`config.mk`:
```
export PLATFORM = sky130hd
export DESIGN_NAME = cam_init_sequencer
export DESIGN_NICKNAME = d
export VERILOG_FILES = /design/src/rtl/cam_init_pkg.sv /design/src/rtl/cam_init_timer.sv /design/src/rtl/cam_init_sequencer.sv
export SDC_FILE = /design/constraint.sdc
export NUM_CORES = 1
export LEC_CHECK = 0
export CAP_MARGIN = 20
export CORE_MARGIN = 5
export CORE_UTILIZATION = 23
export CTS_CLUSTER_DIAMETER = 120
export DETAILED_ROUTE_END_ITERATION = 10
export MAX_ROUTING_LAYER = met4
export SLEW_MARGIN = 20
export SYNTH_ARGS = -nofsm -noshare
export SYNTH_HDL_FRONTEND = slang
export SYNTH_HIERARCHICAL = 1
export SYNTH_SLANG_ARGS = --single-unit
```
`constraint.sdc`:
```
create_clock -name clk -period 3.4 [get_ports clk]
set_input_delay 0.68 -clock clk [delete_from_list [all_inputs] [get_ports clk]]
set_output_delay 0.68 -clock clk [all_outputs]
set_load 0.005 [all_outputs]
```
`src/rtl/cam_init_pkg.sv`:
```
// Shared state encoding, default timing and pin decode for the OV5640 power-up sequencer.
package cam_init_pkg;

    localparam int T_PWDN_CYC_DEF  = 250000;
    localparam int T_RST_CYC_DEF   = 50000;
    localparam int T_BOOT_CYC_DEF  = 1000000;
    localparam int TIMEOUT_CYC_DEF = 50000000;
    localparam int MAX_RETRY_DEF   = 3;
    localparam int CNT_W_DEF       = 26;

    typedef enum logic [2:0] {
        ST_IDLE      = 3'd0,
        ST_PWDN_HOLD = 3'd1,
        ST_RST_HOLD  = 3'd2,
        ST_BOOT_WAIT = 3'd3,
        ST_CFG_RUN   = 3'd4,
        ST_FAILCHK   = 3'd5,
        ST_DONE      = 3'd6,
        ST_FAIL      = 3'd7
    } state_e;

    typedef struct packed {
        logic cfg_rst;
        logic cam_pwdn;
        logic cam_rst_n;
    } pins_t;

    // The config engine only runs in CFG_RUN; the sensor is powered down outside an active attempt.
    function automatic pins_t state_pins(input state_e s);
        pins_t p;
        case (s)
            ST_IDLE:      p = '{cfg_rst: 1'b1, cam_pwdn: 1'b1, cam_rst_n: 1'b0};
            ST_PWDN_HOLD: p = '{cfg_rst: 1'b1, cam_pwdn: 1'b1, cam_rst_n: 1'b0};
            ST_RST_HOLD:  p = '{cfg_rst: 1'b1, cam_pwdn: 1'b0, cam_rst_n: 1'b0};
            ST_BOOT_WAIT: p = '{cfg_rst: 1'b1, cam_pwdn: 1'b0, cam_rst_n: 1'b1};
            ST_CFG_RUN:   p = '{cfg_rst: 1'b0, cam_pwdn: 1'b0, cam_rst_n: 1'b1};
            ST_FAILCHK:   p = '{cfg_rst: 1'b1, cam_pwdn: 1'b0, cam_rst_n: 1'b1};
            ST_DONE:      p = '{cfg_rst: 1'b1, cam_pwdn: 1'b0, cam_rst_n: 1'b1};
            default:      p = '{cfg_rst: 1'b1, cam_pwdn: 1'b1, cam_rst_n: 1'b0};
        endcase
        return p;
    endfunction

endpackage

```
`src/rtl/cam_init_timer.sv`:
```
// Dwell timer for the camera sequencer: up-counter with synchronous clear and terminal-count compare.
module cam_init_timer #(
    parameter int CNT_W = 26
) (
    input  logic             clk,
    input  logic             rst,
    input  logic             clr,
    input  logic [CNT_W-1:0] limit,
    output logic [CNT_W-1:0] count,
    output logic             expired
);

    logic [CNT_W-1:0] count_q;
    logic [CNT_W-1:0] count_d;

    always_comb begin
        count_d = count_q + 1'b1;
        if (clr) begin
            count_d = '0;
        end
    end

    always_ff @(posedge clk) begin
        if (rst) begin
            count_q <= '0;
        end else begin
            count_q <= count_d;
        end
    end

    assign count   = count_q;
    assign expired = (count_q == limit);

endmodule

```
`src/rtl/cam_init_sequencer.sv`:
```
// OV5640 power-up / configuration sequencer. Build option: CAM_INIT_RETRY_EN enables
// re-running the full power cycle after a failed configuration attempt (up to MAX_RETRY times).
//
// state      | meaning
// IDLE       | waiting for start, sensor powered down
// PWDN_HOLD  | PWDN asserted, RESETB low
// RST_HOLD   | power applied, RESETB still low
// BOOT_WAIT  | RESETB released, sensor boot time
// CFG_RUN    | i2c_config engine running, timeout armed
// FAILCHK    | decide between retry and final failure
// DONE       | configuration succeeded
// FAIL       | configuration failed, sensor powered down
module cam_init_sequencer
    import cam_init_pkg::*;
#(
    parameter int T_PWDN_CYC  = T_PWDN_CYC_DEF,
    parameter int T_RST_CYC   = T_RST_CYC_DEF,
    parameter int T_BOOT_CYC  = T_BOOT_CYC_DEF,
    parameter int TIMEOUT_CYC = TIMEOUT_CYC_DEF,
    parameter int MAX_RETRY   = MAX_RETRY_DEF,
    parameter int CNT_W       = CNT_W_DEF
) (
    input  logic       clk,
    input  logic       rst,
    input  logic       start,
    input  logic       cfg_done,
    input  logic       cfg_error,
    output logic       cfg_rst,
    output logic       cam_pwdn,
    output logic       cam_rst_n,
    output logic       busy,
    output logic       init_done,
    output logic       init_error,
    output logic [1:0] retry_cnt
);

`ifdef CAM_INIT_RETRY_EN
    localparam bit RETRY_ENABLE = 1'b1;
`else
    localparam bit RETRY_ENABLE = 1'b0;
`endif

    localparam logic [CNT_W-1:0] PWDN_LAST    = CNT_W'(T_PWDN_CYC - 1);
    localparam logic [CNT_W-1:0] RST_LAST     = CNT_W'(T_RST_CYC - 1);
    localparam logic [CNT_W-1:0] BOOT_LAST    = CNT_W'(T_BOOT_CYC - 1);
    localparam logic [CNT_W-1:0] TIMEOUT_LAST = CNT_W'(TIMEOUT_CYC - 1);
    localparam logic [1:0]       RETRY_MAX    = 2'(MAX_RETRY);

    state_e           state_q, state_d;
    logic [1:0]       retry_q, retry_d;
    logic             cfg_rst_q, cam_pwdn_q, cam_rst_n_q;
    logic             busy_q, busy_d;
    logic             init_done_q, init_done_d;
    logic             init_error_q, init_error_d;
    pins_t            pins_d;

    logic             tmr_clr;
    logic [CNT_W-1:0] tmr_limit;
    logic [CNT_W-1:0] tmr_count;
    logic             tmr_expired;
    logic             retry_ok;

    cam_init_timer #(
        .CNT_W (CNT_W)
    ) u_timer (
        .clk     (clk),
        .rst     (rst),
        .clr     (tmr_clr),
        .limit   (tmr_limit),
        .count   (tmr_count),
        .expired (tmr_expired)
    );

    assign retry_ok = RETRY_ENABLE && (retry_q < RETRY_MAX);

    always_comb begin
        state_d   = state_q;
        retry_d   = retry_q;
        tmr_limit = '0;
        case (state_q)
            ST_IDLE, ST_DONE, ST_FAIL: begin
                if (start) begin
                    state_d = ST_PWDN_HOLD;
                    retry_d = 2'd0;
                end
            end
            ST_PWDN_HOLD: begin
                tmr_limit = PWDN_LAST;
                if (tmr_expired) state_d = ST_RST_HOLD;
            end
            ST_RST_HOLD: begin
                tmr_limit = RST_LAST;
                if (tmr_expired) state_d = ST_BOOT_WAIT;
            end
            ST_BOOT_WAIT: begin
                tmr_limit = BOOT_LAST;
                if (tmr_expired) state_d = ST_CFG_RUN;
            end
            ST_CFG_RUN: begin
                tmr_limit = TIMEOUT_LAST;
                // cfg_done may still hold its pre-reset value in the first cycle after release.
                if (cfg_done && (tmr_count != '0)) begin
                    state_d = cfg_error ? ST_FAILCHK : ST_DONE;
                end else if (tmr_expired) begin
                    state_d = ST_FAILCHK;
                end
            end
            ST_FAILCHK: begin
                if (retry_ok) begin
                    state_d = ST_PWDN_HOLD;
                    retry_d = retry_q + 2'd1;
                end else begin
                    state_d = ST_FAIL;
                end
            end
            default: state_d = ST_IDLE;
        endcase
    end

    assign tmr_clr = (state_d != state_q);

    always_comb begin
        pins_d       = state_pins(state_d);
        busy_d       = !((state_d == ST_IDLE) || (state_d == ST_DONE) || (state_d == ST_FAIL));
        init_done_d  = (state_d == ST_DONE);
        init_error_d = (state_d == ST_FAIL);
    end

    always_ff @(posedge clk) begin
        if (rst) begin
            state_q      <= ST_IDLE;
            retry_q      <= 2'd0;
            cfg_rst_q    <= 1'b1;
            cam_pwdn_q   <= 1'b1;
            cam_rst_n_q  <= 1'b0;
            busy_q       <= 1'b0;
            init_done_q  <= 1'b0;
            init_error_q <= 1'b0;
        end else begin
            state_q      <= state_d;
            retry_q      <= retry_d;
            cfg_rst_q    <= pins_d.cfg_rst;
            cam_pwdn_q   <= pins_d.cam_pwdn;
            cam_rst_n_q  <= pins_d.cam_rst_n;
            busy_q       <= busy_d;
            init_done_q  <= init_done_d;
            init_error_q <= init_error_d;
        end
    end

    assign cfg_rst    = cfg_rst_q;
    assign cam_pwdn   = cam_pwdn_q;
    assign cam_rst_n  = cam_rst_n_q;
    assign busy       = busy_q;
    assign init_done  = init_done_q;
    assign init_error = init_error_q;
    assign retry_cnt  = retry_q;

endmodule

```
* After elaboration in Yosys (flattened, before gate mapping)
Index checks and enable logic that the tools add are counted.
** Storage, ports and cells
- Register bits after elaboration :: 35
- Input bits :: 5
- Memories :: 0
- Latch bits :: 0
- Word-level logic and storage cells :: 44
- Bits in read-only memories :: 0
- Output and inout port bits :: 8
- Bits in writable memories :: 0
** Operators by class
- $mul :: 0
- $add $sub $neg :: 1
- Eq/ne operators :: 15
- Div/mod/pow operators :: 0
- Bitwise operators :: 0
- Order comparisons :: 0
- Reductions and logical operators :: 10
- Muxes and demuxes :: 10
- Shift-type cells :: 0
** Operator list (number)
- case mux 26 bit (4 select lines) :: 1
- adder 26 x 1 -> 26 bit, second input constant :: 1
- equality test 26 bit :: 1
- nonzero test 26 bit :: 1
- equality test 3 bit, second input constant :: 8
- 2-to-1 mux 3 bit :: 6
- case mux 3 bit (6 select lines) :: 1
- equality test 3 x 2 -> 1 bit, second input constant :: 4
- case mux 3 bit (3 select lines) :: 1
- logical NOT 3 bit :: 2
- OR reduction 3 bit :: 2
- equality test 3 x 1 -> 1 bit, second input constant :: 1
- inequality test 3 bit :: 1
- logical OR 1 bit :: 2
- 2-to-1 mux 2 bit :: 1
- OR reduction 2 bit :: 1
- logical AND 1 bit :: 1
- logical NOT 1 bit :: 1

* Depth between registers and ports, before layout
- Word-level depth :: 10
- Gate-level depth with buffers :: 18
- Mapped depth without buffers :: 16

* By module
Netlist, hierarchy kept.
** Modules (own cells, without submodules)
- cam_init_timer :: seq. area each 520.5 sq um, cells each 173, times used 1, area each 1502.7 sq um
- cam_init_sequencer :: seq. area each 180.2 sq um, cells each 80, times used 1, area each 633.1 sq um

* Least setup slack after synthesis
No wires, ideal clock.
- Path type :: reg2reg
- From :: register state_q[1]
- To :: register u_timer.count_q[2], in the netlist u_timer/count[2]
- Data required time :: 3.272 ns
- Setup slack :: -0.238 ns
- Setup time :: 0.128 ns
- Buffers on the path :: 3
- Arrival :: 3.510 ns
- Period minus slack after synthesis :: 3.638 ns
- Cell stages (with the launch flop) :: 19
- Cell sequence :: dfxtp_1 -> buf_6 -> nor2_1 -> nand2_1 -> inv_2 -> nor2_1 -> nand2_1 -> xor2_1 -> nor4_1 -> nand3_1 -> nor4_1 -> nand2b_1 -> a311oi_2 -> inv_1 -> o211ai_1 -> or2_2 -> clkbuf_1 -> clkbuf_1 -> nor2_1
** On the way
- Word-level cells in the longest chain between the ends :: 8
- Elaborated cells on any way between the ends :: 20
- Classes of those cells :: eq/ne (9); mux (8); reduce/logical (3)
** RTL lines
- start, declared :: line cam_init_sequencer.sv:49 : state_e state_q, state_d;
- start signal, assigned :: line cam_init_sequencer.sv:140 : state_q <= state_d;
- equality test 3 bit, or another cell as far along :: line cam_init_sequencer.sv:80 : case (state_q)
- case mux 26 bit (4 select lines) (*) :: line cam_init_sequencer.sv:80
- via tmr_limit[13] :: line cam_init_sequencer.sv:58 : logic [CNT_W-1:0] tmr_limit;
- equality test 26 bit (*) :: line cam_init_timer.sv:32 : assign expired = (count_q == limit);
- via tmr_expired :: line cam_init_sequencer.sv:60 : logic tmr_expired;
- 2-to-1 mux 3 bit :: line cam_init_sequencer.sv:104 : end else if (tmr_expired) begin
- 2-to-1 mux 3 bit :: line cam_init_sequencer.sv:102 : if (cfg_done && (tmr_count != '0)) begin
- case mux 3 bit (6 select lines) (*) :: line cam_init_sequencer.sv:80
- inequality test 3 bit (*) :: line cam_init_sequencer.sv:120 : assign tmr_clr = (state_d != state_q);
- via tmr_clr :: line cam_init_sequencer.sv:57 : logic tmr_clr;
- OR reduction 2 bit (no line) (*)
- end signal, assigned :: line cam_init_timer.sv:27 : count_q <= count_d;
- end, declared :: line cam_init_timer.sv:13 : logic [CNT_W-1:0] count_q;
The timed path passes the listed nets; every way through them passes the cells marked *.
A chain may end at the register's enable or synchronous reset.

* Final worst setup path
- From :: register state_q[2]
- To :: register u_timer.count_q[6], in the netlist u_timer/count[6]
Same word-level chain as after synthesis.

==> summary.txt <==
FLOORPLAN
---------------------------------------------------------------------------------
Die span in y ......................................................     106.4 um
Count of pins on the block boundary ................................           13
Number of placement rows ...........................................           35
Initial core utilization ...........................................       23.34%
Die footprint ...................................................... 0.01131 mm^2
Core area .......................................................... 0.009153 mm^2
Width of the die ...................................................     106.4 um

LAYOUT
---------------------------------------------------------------------------------
Finished Core Util .................................................       27.97%
Number of fill cells in the layout .................................          970
Final design instance area without fill ............................ 0.002560 mm^2
Layout Nets ........................................................          280
Total area of multi-input combinational cells ...................... 0.001363 mm^2
Commonest non-fill, non-tap cell in the layout ..................... sky130_fd_sc_hd__dfxtp_1
ANT cells ..........................................................            0
Storage cell area ..................................................   701.9 um^2
Layout cells sized above 1 .........................................       16.36%
Post-layout instance count excluding filler cells ..................          386
Synth-to-Final Area Change .........................................       19.86%
Highest-count cells in the layout ignoring fill and taps ........... 34 x sky130_fd_sc_hd__dfxtp_1, 26 x sky130_fd_sc_hd__xor2_1, 20 x sky130_fd_sc_hd__nor2_1

GRT
---------------------------------------------------------------------------------
Initial antenna violation count ....................................            0
First-pass GRT wire length .........................................     8.135 mm
Number of global-route vias before repair ..........................         1747
GRT Resource Usage Total ...........................................       8.964%
Congestion Overflow GR .............................................            0
Largest net degree at the start of global routing ..................           16

JOB
---------------------------------------------------------------------------------
Number of maximum-capacitance violations ...........................            0

CRITICAL PATH
---------------------------------------------------------------------------------
Timing startpoint of the critical path ............................. state_q[2]$_SDFF_PP0_
Buffers & Inverters on Critical Path ...............................            3
Data required time at the worst endpoint ...........................      3580 ps
Critical Path Max Stage Delay ......................................       340 ps
Critical path capture point type ...................................    flip-flop
CP Data Arrival Time ...............................................      3420 ps
Max Fanout on Critical Path ........................................           13
Critical Path, Cell by Cell ........................................ nand2b_1, inv_2, and2_1, or2_1, xor2_1, nor4_1, nand3_1, nor4_4, nand2b_1, a311oi_2, inv_1, o211ai_1, or2_4, buf_6, nor2_1
Sort of element at the start of the critical path ..................    flip-flop
Top delay family on crit path ...................................... simple AND/OR/NAND/NOR gates
Category of the critical setup timing path ......................... flip-flop to flip-flop
Worst R2R Start .................................................... state_q[2]$_SDFF_PP0_
Cell occurring most often along the worst timing path .............. sky130_fd_sc_hd__nand2b_1
Crit-path slowest cell ............................................. sky130_fd_sc_hd__dfxtp_1

LOGIC SYNTHESIS
---------------------------------------------------------------------------------
Count of different cell masters after synthesis ....................           49
Count of warnings emitted by yosys .................................            6
Post-synthesis sequential element count ............................           35
Most used flip-flop cell after synthesis ........................... sky130_fd_sc_hd__dfxtp_1
Number of flops mapped to enable cells by yosys ....................            0
Post-synthesis area per instance ...................................   8.442 um^2
Fraction of synthesis flops using an asynchronous set or reset pin .           0%
Post-synthesis instance area ....................................... 0.002136 mm^2
Number of cells produced by synthesis ..............................          253
Proportion of synthesized chip area in sequential cells ............       32.81%

POWER
---------------------------------------------------------------------------------
Int Power ..........................................................     689.7 uW
Clock network fraction of total power ..............................        43.3%
Sequential share of power ..........................................        46.8%
Ratio of total power to cell area .................................. 349.4 mW/mm^2
Sw frac ............................................................       22.90%
Post-layout total power ............................................     894.5 uW
LEAKAGE ............................................................     1.009 nW
Fraction of power consumed by combinational cells ..................         9.8%
Net switching power ................................................     204.8 uW
Peak ir drop on the vdd network ....................................     205.4 uV

PLACE
---------------------------------------------------------------------------------
Cell area reported after detailed placement ........................ 0.002386 mm^2
Routability Congestion .............................................       0.8260
Cells after DPL ....................................................          374
Detailed-placement wirelength estimate .............................     3.518 mm
# port buffers .....................................................           10

STA
---------------------------------------------------------------------------------
Maximum clock rate .................................................    308.0 MHz
Total of endpoints with negative setup slack in the final report ...            0
Relative max-transition margin .....................................       65.24%
Max Slew Vio Count .................................................            0
Hold violation total from the final report .........................            0
Actual slew at the worst max-slew pin ..............................     519.5 ps
Final Cycle Share ..................................................       95.50%
Max Clock Skew .....................................................     4.196 ps
Minimum clock period ...............................................      3247 ps

DETAILED ROUTING
---------------------------------------------------------------------------------
Routed wire per std cell ...........................................     13.10 um
Number of nets still failing antenna checks after routing ..........            0
Drc violations .....................................................            0
Number of vias in the routed layout ................................         1905
Via count normalized by instance count .............................        4.935
DRT Wirelength .....................................................     5.056 mm
First-iteration detailed-routing DRC count .........................          130
First-pass detailed-route iteration total ..........................            4

CTS
---------------------------------------------------------------------------------
Clock-pin slew on the worst setup and hold paths ...................        70 ps
Buffer depth of the longest clock path .............................            2
Clock sink count ...................................................           35
Root Buffer Master ................................................. sky130_fd_sc_hd__clkbuf_8
Clock network latency to the later pin of the worst-skew pair ......       280 ps
Clock tree from TritonCTS ..........................................          yes
Number of buffers added by the clock tree synthesis step ...........            5
Number of H-tree branching levels ..................................            2

HOLD PATH
---------------------------------------------------------------------------------
Min-Delay Startpoint ............................................... u_timer/count[0]$_SDFF_PP0_
Worst min-delay path class ......................................... flip-flop to flip-flop

OUTCOME
---------------------------------------------------------------------------------
Run status ......................................................... complete, no violations

-- synthesized netlist by cell type, types with 2 or more instances --
cell                       count  area [um^2]
sky130_fd_sc_hd__dfxtp_1      35        700.7
sky130_fd_sc_hd__xor2_1       26        227.7
sky130_fd_sc_hd__nor2_1       21        78.83
sky130_fd_sc_hd__nand2_1      17        63.81
sky130_fd_sc_hd__a21oi_1      12        60.06
sky130_fd_sc_hd__nor4_1       11        68.82
sky130_fd_sc_hd__or4_1        11        82.58
sky130_fd_sc_hd__xnor2_1      11        96.34
sky130_fd_sc_hd__nand3_1      10        50.05
sky130_fd_sc_hd__nand4_1       9        56.30
sky130_fd_sc_hd__o211ai_1      8        60.06
sky130_fd_sc_hd__and3_1        6        37.54
sky130_fd_sc_hd__inv_1         6        22.52
sky130_fd_sc_hd__o31ai_1       6        45.04
sky130_fd_sc_hd__clkbuf_1      5        18.77
sky130_fd_sc_hd__and2_1        4        25.02
sky130_fd_sc_hd__and4_1        4        35.03
sky130_fd_sc_hd__buf_6         4        45.04
sky130_fd_sc_hd__nand2b_1      4        25.02
sky130_fd_sc_hd__nor3_1        4        20.02
sky130_fd_sc_hd__buf_2         3        15.01
sky130_fd_sc_hd__buf_4         3        22.52
sky130_fd_sc_hd__o21ai_0       3        15.01
sky130_fd_sc_hd__o21ai_1       3        15.01
sky130_fd_sc_hd__inv_2         2        7.510
sky130_fd_sc_hd__or3_1         2        12.51
-- state kept, by name (all words and copies together) (netlist names) --
signal,count
cam_pwdn,1
state_q,3
cfg_rst,1
busy,1
cam_rst_n,1
u_timer/count,26
init_done,1
init_error,1
-- final cells by class --
class	count	area share, %
multi-input combinational	200	53.23
sequential	35	27.42
timing repair buffer	24	8.162
tap	111	5.425
clock buffer	6	3.226
clock inverter	2	1.369
inverter	8	1.173
-- per-layer routing --
layer,part of all wire [%],vias up,GRT usage (%)
li1,-,950,-
met2,48,42,14.25
met5,0,-,-
met4,0.71,0,2.590
met3,4.2,4,2.368
met1,47,909,11.21
-- logic make-up (layout without fill, tap and decap cells) --
group | count (synthesis) | in the layout | share of synthesized area, %
DFF | 35 | 35 | 32.81
AOI/OAI and AO/OA | 42 | 42 | 14.06
and+or+nand+nor | 113 | 114 | 30.52
other | 1 | 5 | 0.1756
muxes | 1 | 1 | 0.5272
xor gates and xnor gates | 37 | 37 | 15.17
adders and majority gates | 1 | 1 | 0.5857
buffers and inverters | 23 | 40 | 6.151
-- power groups by stage --
stage,registers (mW),clock network (mW),logic (mW)
after global placement,0.428,0,0.0776
after floorplan,0.427,0,0.0557
final,0.419,0.388,0.0879
after global routing,0.419,0.414,0.0951
after CTS,0.419,0.398,0.0785
after detailed placement,0.428,0,0.0772
-- final timing paths --
| path | end | slack, ps | depth (start not counted) |
|---|---|---|---|
| setup reg to reg | u_timer/count[6]$_SDFF_PP0_ | 150 | 15 |
| hold reg to reg | u_timer/count[0]$_SDFF_PP0_ | 520 | 1 |
| setup / recovery | u_timer/count[6]$_SDFF_PP0_ | 150 | 15 |
| hold / removal | u_timer/count[0]$_SDFF_PP0_ | 520 | 1 |
-- repair_timing --
action / in CTS / in global routing
pin swaps: 0 / 4
hold buffers: 0 / 0
resized for setup: 2 / 6
endpoints found under the setup margin: 13 / 27
cloned: 0 / 1
setup buffers: 0 / 3
-- stage by stage --
stage / setup TNS (ps) / setup WS [ps] / hold slack (ps)
detailed placement: -518.9 / -49.05 / 505.5
global route: -116.4 / -17.94 / 538.2
global placement: -109.2 / -12.84 / 494.7
finish: 0 / 153.1 / 520.1
floorplan: 0 / 5.248 / 459.2
CTS: 0 / 46.76 / 518.8
Note: power is estimated with default switching activity, not from simulation.
